<file path="src/rtl/mem_arbiter.sv">
// Shared RAM port arbiter for the icache/dcache request channels.
// Optional transaction timeout enabled by defining MEMARB_TIMEOUT_EN.
module mem_arbiter #(
    parameter int ADDR_W  = 32,
    parameter int DATA_W  = 32,
    parameter int TIMEOUT = 64
) (
    input  logic              CLK,
    input  logic              nRST,
    input  logic              iREN,
    input  logic [ADDR_W-1:0] iaddr,
    output logic              iwait,
    output logic [DATA_W-1:0] iload,
    input  logic              dREN,
    input  logic              dWEN,
    input  logic [ADDR_W-1:0] daddr,
    input  logic [DATA_W-1:0] dstore,
    output logic              dwait,
    output logic [DATA_W-1:0] dload,
    output logic              ramREN,
    output logic              ramWEN,
    output logic [ADDR_W-1:0] ramaddr,
    output logic [DATA_W-1:0] ramstore,
    input  logic [DATA_W-1:0] ramload,
    input  logic [1:0]        ramstate,
    output logic              merr
);

    typedef enum logic [1:0] {IDLE, DGRANT, IGRANT} state_t;
    typedef enum logic {INSTR, DATA} chan_t;

    localparam logic [1:0] ACCESS = 2'd2;
    localparam logic [1:0] ERROR  = 2'd3;

    state_t            state, state_n;
    chan_t             last, last_n;
    logic [ADDR_W-1:0] laddr, laddr_n;
    logic [DATA_W-1:0] lstore, lstore_n;
    logic              lwen, lwen_n;
    logic              lren, lren_n;
    logic [DATA_W-1:0] iload_q, dload_q;
    logic              icomp, dcomp;
    logic              dreq, live, tmo_hit;
    chan_t             owner;

    assign dreq  = dREN | dWEN;
    assign owner = (state == DGRANT) ? DATA : INSTR;
    assign live  = (state == DGRANT) ? dreq : iREN;

`ifdef MEMARB_TIMEOUT_EN
    localparam int CW = (TIMEOUT > 1) ? $clog2(TIMEOUT) : 1;
    logic [CW-1:0] cnt;

    // Cleared while idle, so the first grant cycle always sees zero.
    always_ff @(posedge CLK) begin
        if (!nRST) begin
            cnt <= '0;
        end else if (state == IDLE) begin
            cnt <= '0;
        end else begin
            cnt <= cnt + 1'b1;
        end
    end

    assign tmo_hit = (state != IDLE) &&
                     (ramstate != ACCESS) &&
                     (cnt == CW'(TIMEOUT - 1));
`else
    assign tmo_hit = 1'b0;
`endif

    always_comb begin
        state_n  = state;
        last_n   = last;
        laddr_n  = laddr;
        lstore_n = lstore;
        lwen_n   = lwen;
        lren_n   = lren;
        ramREN   = 1'b0;
        ramWEN   = 1'b0;
        ramaddr  = '0;
        ramstore = '0;
        icomp    = 1'b0;
        dcomp    = 1'b0;
        merr     = 1'b0;
        unique case (state)
            IDLE: begin
                // On contention the channel that did not win last goes next.
                if (dreq && (!iREN || last == INSTR)) begin
                    state_n  = DGRANT;
                    laddr_n  = daddr;
                    lstore_n = dstore;
                    lwen_n   = dWEN;
                    lren_n   = dREN;
                end else if (iREN) begin
                    state_n  = IGRANT;
                    laddr_n  = iaddr;
                    lstore_n = '0;
                    lwen_n   = 1'b0;
                    lren_n   = 1'b1;
                end
            end
            DGRANT, IGRANT: begin
                ramaddr  = laddr;
                ramstore = lstore;
                ramWEN   = lwen;
                ramREN   = lren & ~lwen;
                if (!live) begin
                    state_n = IDLE;
                end else if (ramstate == ACCESS) begin
                    state_n = IDLE;
                    last_n  = owner;
                    dcomp   = (owner == DATA);
                    icomp   = (owner == INSTR);
                end else if (ramstate == ERROR) begin
                    state_n = IDLE;
                end else if (tmo_hit) begin
                    state_n = IDLE;
                    last_n  = owner;
                    merr    = 1'b1;
                end
            end
            default: state_n = IDLE;
        endcase
    end

    assign iwait = ~icomp;
    assign dwait = ~dcomp;
    assign iload = icomp ? ramload : iload_q;
    assign dload = dcomp ? ramload : dload_q;

    always_ff @(posedge CLK) begin
        if (!nRST) begin
            state   <= IDLE;
            last    <= INSTR;
            laddr   <= '0;
            lstore  <= '0;
            lwen    <= 1'b0;
            lren    <= 1'b0;
            iload_q <= '0;
            dload_q <= '0;
        end else begin
            state  <= state_n;
            last   <= last_n;
            laddr  <= laddr_n;
            lstore <= lstore_n;
            lwen   <= lwen_n;
            lren   <= lren_n;
            if (icomp) iload_q <= ramload;
            if (dcomp) dload_q <= ramload;
        end
    end

endmodule

</file>
<file path="config.mk">
export PLATFORM = sky130hd
export DESIGN_NAME = mem_arbiter
export DESIGN_NICKNAME = d
export VERILOG_FILES = /design/src/rtl/mem_arbiter.sv
export SDC_FILE = /design/constraint.sdc
export NUM_CORES = 1
export LEC_CHECK = 0
export ABC_AREA = 1
export BUFFER_PORTS_ARGS = -buffer_cell sky130_fd_sc_hd__buf_2
export CORE_ASPECT_RATIO = 0.5
export CORE_MARGIN = 10
export CORE_UTILIZATION = 35
export DETAILED_ROUTE_END_ITERATION = 8
export PLACE_DENSITY = 0.67
export SETUP_SLACK_MARGIN = 0.2
export SLEW_MARGIN = 20
export SYNTH_ARGS = -nofsm -noshare
export SYNTH_HDL_FRONTEND = slang
export SYNTH_SLANG_ARGS = --single-unit
</file>
<file path="constraint.sdc">
create_clock -name CLK -period 4.5 [get_ports CLK]
set_input_delay 0.675 -clock CLK [delete_from_list [all_inputs] [get_ports CLK]]
set_output_delay 0.675 -clock CLK [all_outputs]
set_load 0.01 [all_outputs]
</file>
======== After elaboration in Yosys (flattened, before gate mapping) ========
Cells that the tools add are included.
storage, ports and cells
  register bits ........................... 133
  bits of input ports ..................... 135
  output and inout port bits .............. 133
  logic and storage cells ................. 58
cells by class
  eq/ne operators ......................... 6
  mux-type cells .......................... 28
  bitwise operators ....................... 7
  reductions and logical operators ........ 9
operators by type and width
  cell                count
  $mux 32             8
  $mux 1              14
  $mux 2              5
  $eq 2x2->1 const B  3
  $not 1->1           5
  $ne 4x4->1 const B  1
  $pmux 2 s2          1
  $reduce_and 2->1    2
  $ne 3x3->1 const B  1
  $reduce_and 3->1    1
  $eq 2x1->1 const B  1
  $logic_not 2->1     1
  $reduce_bool 2->1   1
  $reduce_or 2->1     1
  $and 1x1->1         1
  $logic_and 1x1->1   1
  $logic_not 1->1     1
  $logic_or 1x1->1    1
  $or 1x1->1          1

======== Longest topological paths before layout ========
  depth after elaboration ................. 7
  depth in mapped cells ................... 10
  gate-level depth less buffers ........... 9

======== Least setup slack after synthesis ========
OpenSTA, ideal clock, no wires.
  path type ............................... input-to-output
  start point ............................. input port ramstate[0]
  end point ............................... output port dload[22]
  arrival time ............................ 1,621 ps
  data required time ...................... 3,825 ps
  path slack .............................. 2,204 ps
  stages .................................. 8
  buffers on the path ..................... 2
  cells stage by stage .................... inv_1 nand2_1 nor2_8 nand3_1 buf_2 buf_2 o21ai_1 inv_1
between the ends
  word-level cells in the longest chain between the ends .. 5
ends and longest elaborated chain
  element             line  source
  start: declaration  25    input logic [1:0] ramstate,
  $eq 2x2->1          110   end else if (ramstate == ACCESS) begin
  $mux 1              110
  $mux 1              108   if (!live) begin
  $mux 1              86    unique case (state)
  $mux 32             n/a
  end: declaration    19    output logic [DATA_W-1:0] dload,
No other way between the ends.

======== Worst setup path in the final report ========
  start point ............................. register state[1]
  end point ............................... output port iload[12]
between the ends
  word-level cells in the longest chain between the ends .. 7
  elaborated cells on any way between the ends .. 10
  classes of those cells .................. eq/ne (2); mux (6); bitwise (1); reduce/logical (1)
ends and longest elaborated chain
  element                   line  source
  start: declaration        35    state_t state, state_n;
  start signal: assignment  143   state <= state_n;
  $eq 2x1->1                47    assign owner = (state == DGRANT) ? DATA : INSTR;
  $mux 1                    47
  net owner                 44    chan_t owner;
  $not 1->1                 114   icomp = (owner == INSTR);
  $mux 1                    110
  $mux 1                    108
  $mux 1                    86
  $mux 32                   n/a
  end: declaration          13    output logic [DATA_W-1:0] iload,
The timed path passes the listed nets, and every way through them passes these cells.

==> impl_results.md <==
* Number of post-CTS setup repair buffers at 0
* Final period util at 86.2%
* Syn Nets at 1184
* Final setup fails at 0
* First-pass GRT wire length at 34200 um
* Share of the synthesized area in the top cell type at 41.3%
* CTS Root Cell: clkbuf_16
* CP Data Required Time at 3.83 ns
* Cell area after placement at 7920 sq um
* Fraction of registers with async set/reset at 0%
* Port bufs at 266
* Syn Area/Cell at 6.17 sq um
* PostCTS Resize Cnt at 0
* Pin count of the biggest net entering global routing at 67
* YS warnings at 0
* Max-cap check violation count at 0
* CP delay by family, top: simple AND/OR/NAND/NOR gates
* Final antenna-violating net count at 0
* DP Wirelength at 15500 um
* WHS Endpoint: lstore[23]
* Share of post-route cells with drive strength above 1 at 24.4%
* Worst-path clk slew at 0.06 ns
* Synthesized netlist cell count at 1046
* HP Class: reg2reg
* Starting Density at 36.4%
* Critical path arrival at 3.20 ns
* FF-to-FF setup slack at 1.67 ns
* H-tree depth at 4
* Slew Limit Fails at 0
* Top cells by count, synth: 272 x nand2_1, 265 x inv_1, 133 x dfxtp_1, 131 x nor2_1, 70 x a21oi_1
* WL per Instance at 14.1 um
* Post-route DRC at 0
* Final Cell Area at 8550 sq um
* CP startpoint kind: flip-flop
* Min-Delay Startpoint: lstore[23]
* Most common cell in the netlist: nand2_1
* Worst Clk Skew at 0.00882 ns
* Crit Path Max Fanout at 34
* Grt total ovfl at 0
* Synth Area in Adders at 0.582%
* FMAX at 258 MHz
* Final TNS setup at 0 ns
* Synth unique cells at 22
* Yosys top cell by area: dfxtp_1
* Xor/xnor share of the synthesized area at 0%
* #FFs+latches synth at 133
* Initial antenna violation count at 3
* Final wirelength at 21600 um
* Final Hold Slack at 0.460 ns
* Die Y-Extent at 116 um
* Longest Clk Path Bufs at 2
* Worst r2r path cells at 7
* Top_reg_cell synth: dfxtp_1
* Final Critical Period at 3.88 ns
* Worst Setup SP: state[1]
* CTS Buf Count at 17
* Lkg Pwr at 5.64 nW
* RSZ-0062 raised after global routing: false
* Die W at 212 um
* Largest family of logic cells by synthesized area: simple AND/OR/NAND/NOR gates
* Final hold viol count at 0
* Crit end category: output pin
* Slowest-stage cell, CP: nand3_2
* Status: complete, no violations
* Post-Syn Area at 6450 sq um
* Critical Path, Cell by Cell: inv_1 > ha_1 > clkinv_1 > nand3_2 > nand2_1 > nand2_1 > inv_1 > buf_2
* Synth area leaders: dfxtp_1 41%, nand2_1 16%, inv_1 15%
* Nets@finish at 1419
* Routability cong. at 0.807
* Drt pass-1 iters at 5
* Compound-Gate Fraction of Synth Area at 10.8%
* I/O Pins at 268
* Overall global routing resource usage at 17.1%
* RR Startpoint: state[1]
* Hold Path Stages at 2
* Area Overhead vs Synth at 32.5%
* FF-to-FF End: iload_q[12]
* Post-synth EDFFs at 0
* Multiplexer share of the synthesized area at 0%
* Post-Synth Simple-Gate Area at 27.7%
* Critical path class: reg2out
* CTS tree: yes
* Via count at 6823
* Crit-path max cell delay at 1.00 ns
* Worst-Margin Slew at 1.09 ns
* Core area at 17700 sq um
* PD cells at 401 nW/um^2
* Drt initial violations at 402
* Worst VDD drop at 280 uV
* Via density at 4.46
* Register area share after synthesis at 41.3%
* Vias in the first global route at 6708
* Final core utilization at 48.2%
* Rows at 34
* Die area at 24600 sq um
* Rel. slew slack at 27.0%
* Hold_buf cts at 0
* Worst path bufs/invs at 4
* Worst-skew pair later-pin latency at 0.41 ns
* Clk sinks at 133
==> layout make-up <==
| cell class | count | area (sq um) |
|---|---|---|
| tap | 234 | 293 |
| clock buffer | 24 | 482 |
| antenna | 2 | 5.00 |
| timing repair buffer | 276 | 1410 |
| clock inverter | 8 | 146 |
| inverter | 268 | 1010 |
| fill | 1886 | 9190 |
| sequential | 133 | 2660 |
| multi-input combinational | 585 | 2550 |
==> state kept, by name, indices dropped and copies added (netlist names) <==
register / flops
dload_q: 32
iload_q: 32
laddr: 32
lstore: 32
state: 2
last: 1
lren: 1
lwen: 1
==> power breakdown <==
group          switching [W]  internal (W)
Combinational       0.000416      0.000216
Clock               0.000516      0.000973
Sequential         0.0000389       0.00127
==> metrics by stage <==
stage / std cells / total power (W) / setup slack, ns
after floorplan: 1046 / 0.00172 / 2.20
after global placement: 1496 / 0.00196 / 1.11
after detailed placement: 1496 / 0.00197 / 1.03
after CTS: 1528 / 0.00349 / 0.585
after global routing: 1530 / 0.00362 / 0.296
final: 1530 / 0.00343 / 0.621
==> worst register-to-register path, cell delays in order (launching register included) <==
cell and delay (ns):
dfxtp_1 0.32, inv_1 0.10, ha_1 0.16, clkinv_1 0.80, nand3_2 1.00, nand2_1 0.12
nand2_1 0.13, nor2_1 0.05
==> layer usage <==
| layer | GRT usage (%) | vias to the layer above | wire, um |
|---|---|---|---|
| met3 | 5.77 | 14 | 1340 |
| met5 | 0 | - | 13 |
| met4 | 4.19 | 2 | 190 |
| li1 | - | 3520 | - |
| met1 | 19.5 | 3127 | 9180 |
| met2 | 30.5 | 160 | 10900 |
==> cell usage in the layout, fill, tap and decap left out, types with 10 or more instances in the layout <==
cell | netlist | final
nand2_1 | 272 | 272
buf_4 | 2 | 10
nand4_1 | 32 | 32
clkbuf_16 | 0 | 17
o21ai_1 | 30 | 30
buf_2 | 23 | 266
nor2_1 | 131 | 131
dfxtp_1 | 133 | 133
o21ai_0 | 36 | 36
a21oi_1 | 70 | 69
inv_1 | 265 | 263
==> worst max-delay path by stage <==
stage                      to  cells past startpoint  slack (ns)
floorplan           dload[22]                      8        2.20
global placement    iload[12]                      8        1.11
detailed placement   iload[9]                      8        1.03
CTS                  iload[9]                      8        0.58
global route        iload[12]                      8        0.30
finish              iload[12]                      8        0.62
==> cells by family (layout without fill, tap and decap cells) <==
group | Yosys count | after routing
buf+inv | 328 | 576
flops | 133 | 133
simple gates | 444 | 444
compound gates | 137 | 137
other cells | 1 | 3
fa+ha+maj | 3 | 3
Note: power is estimated with default switching activity, not from simulation.
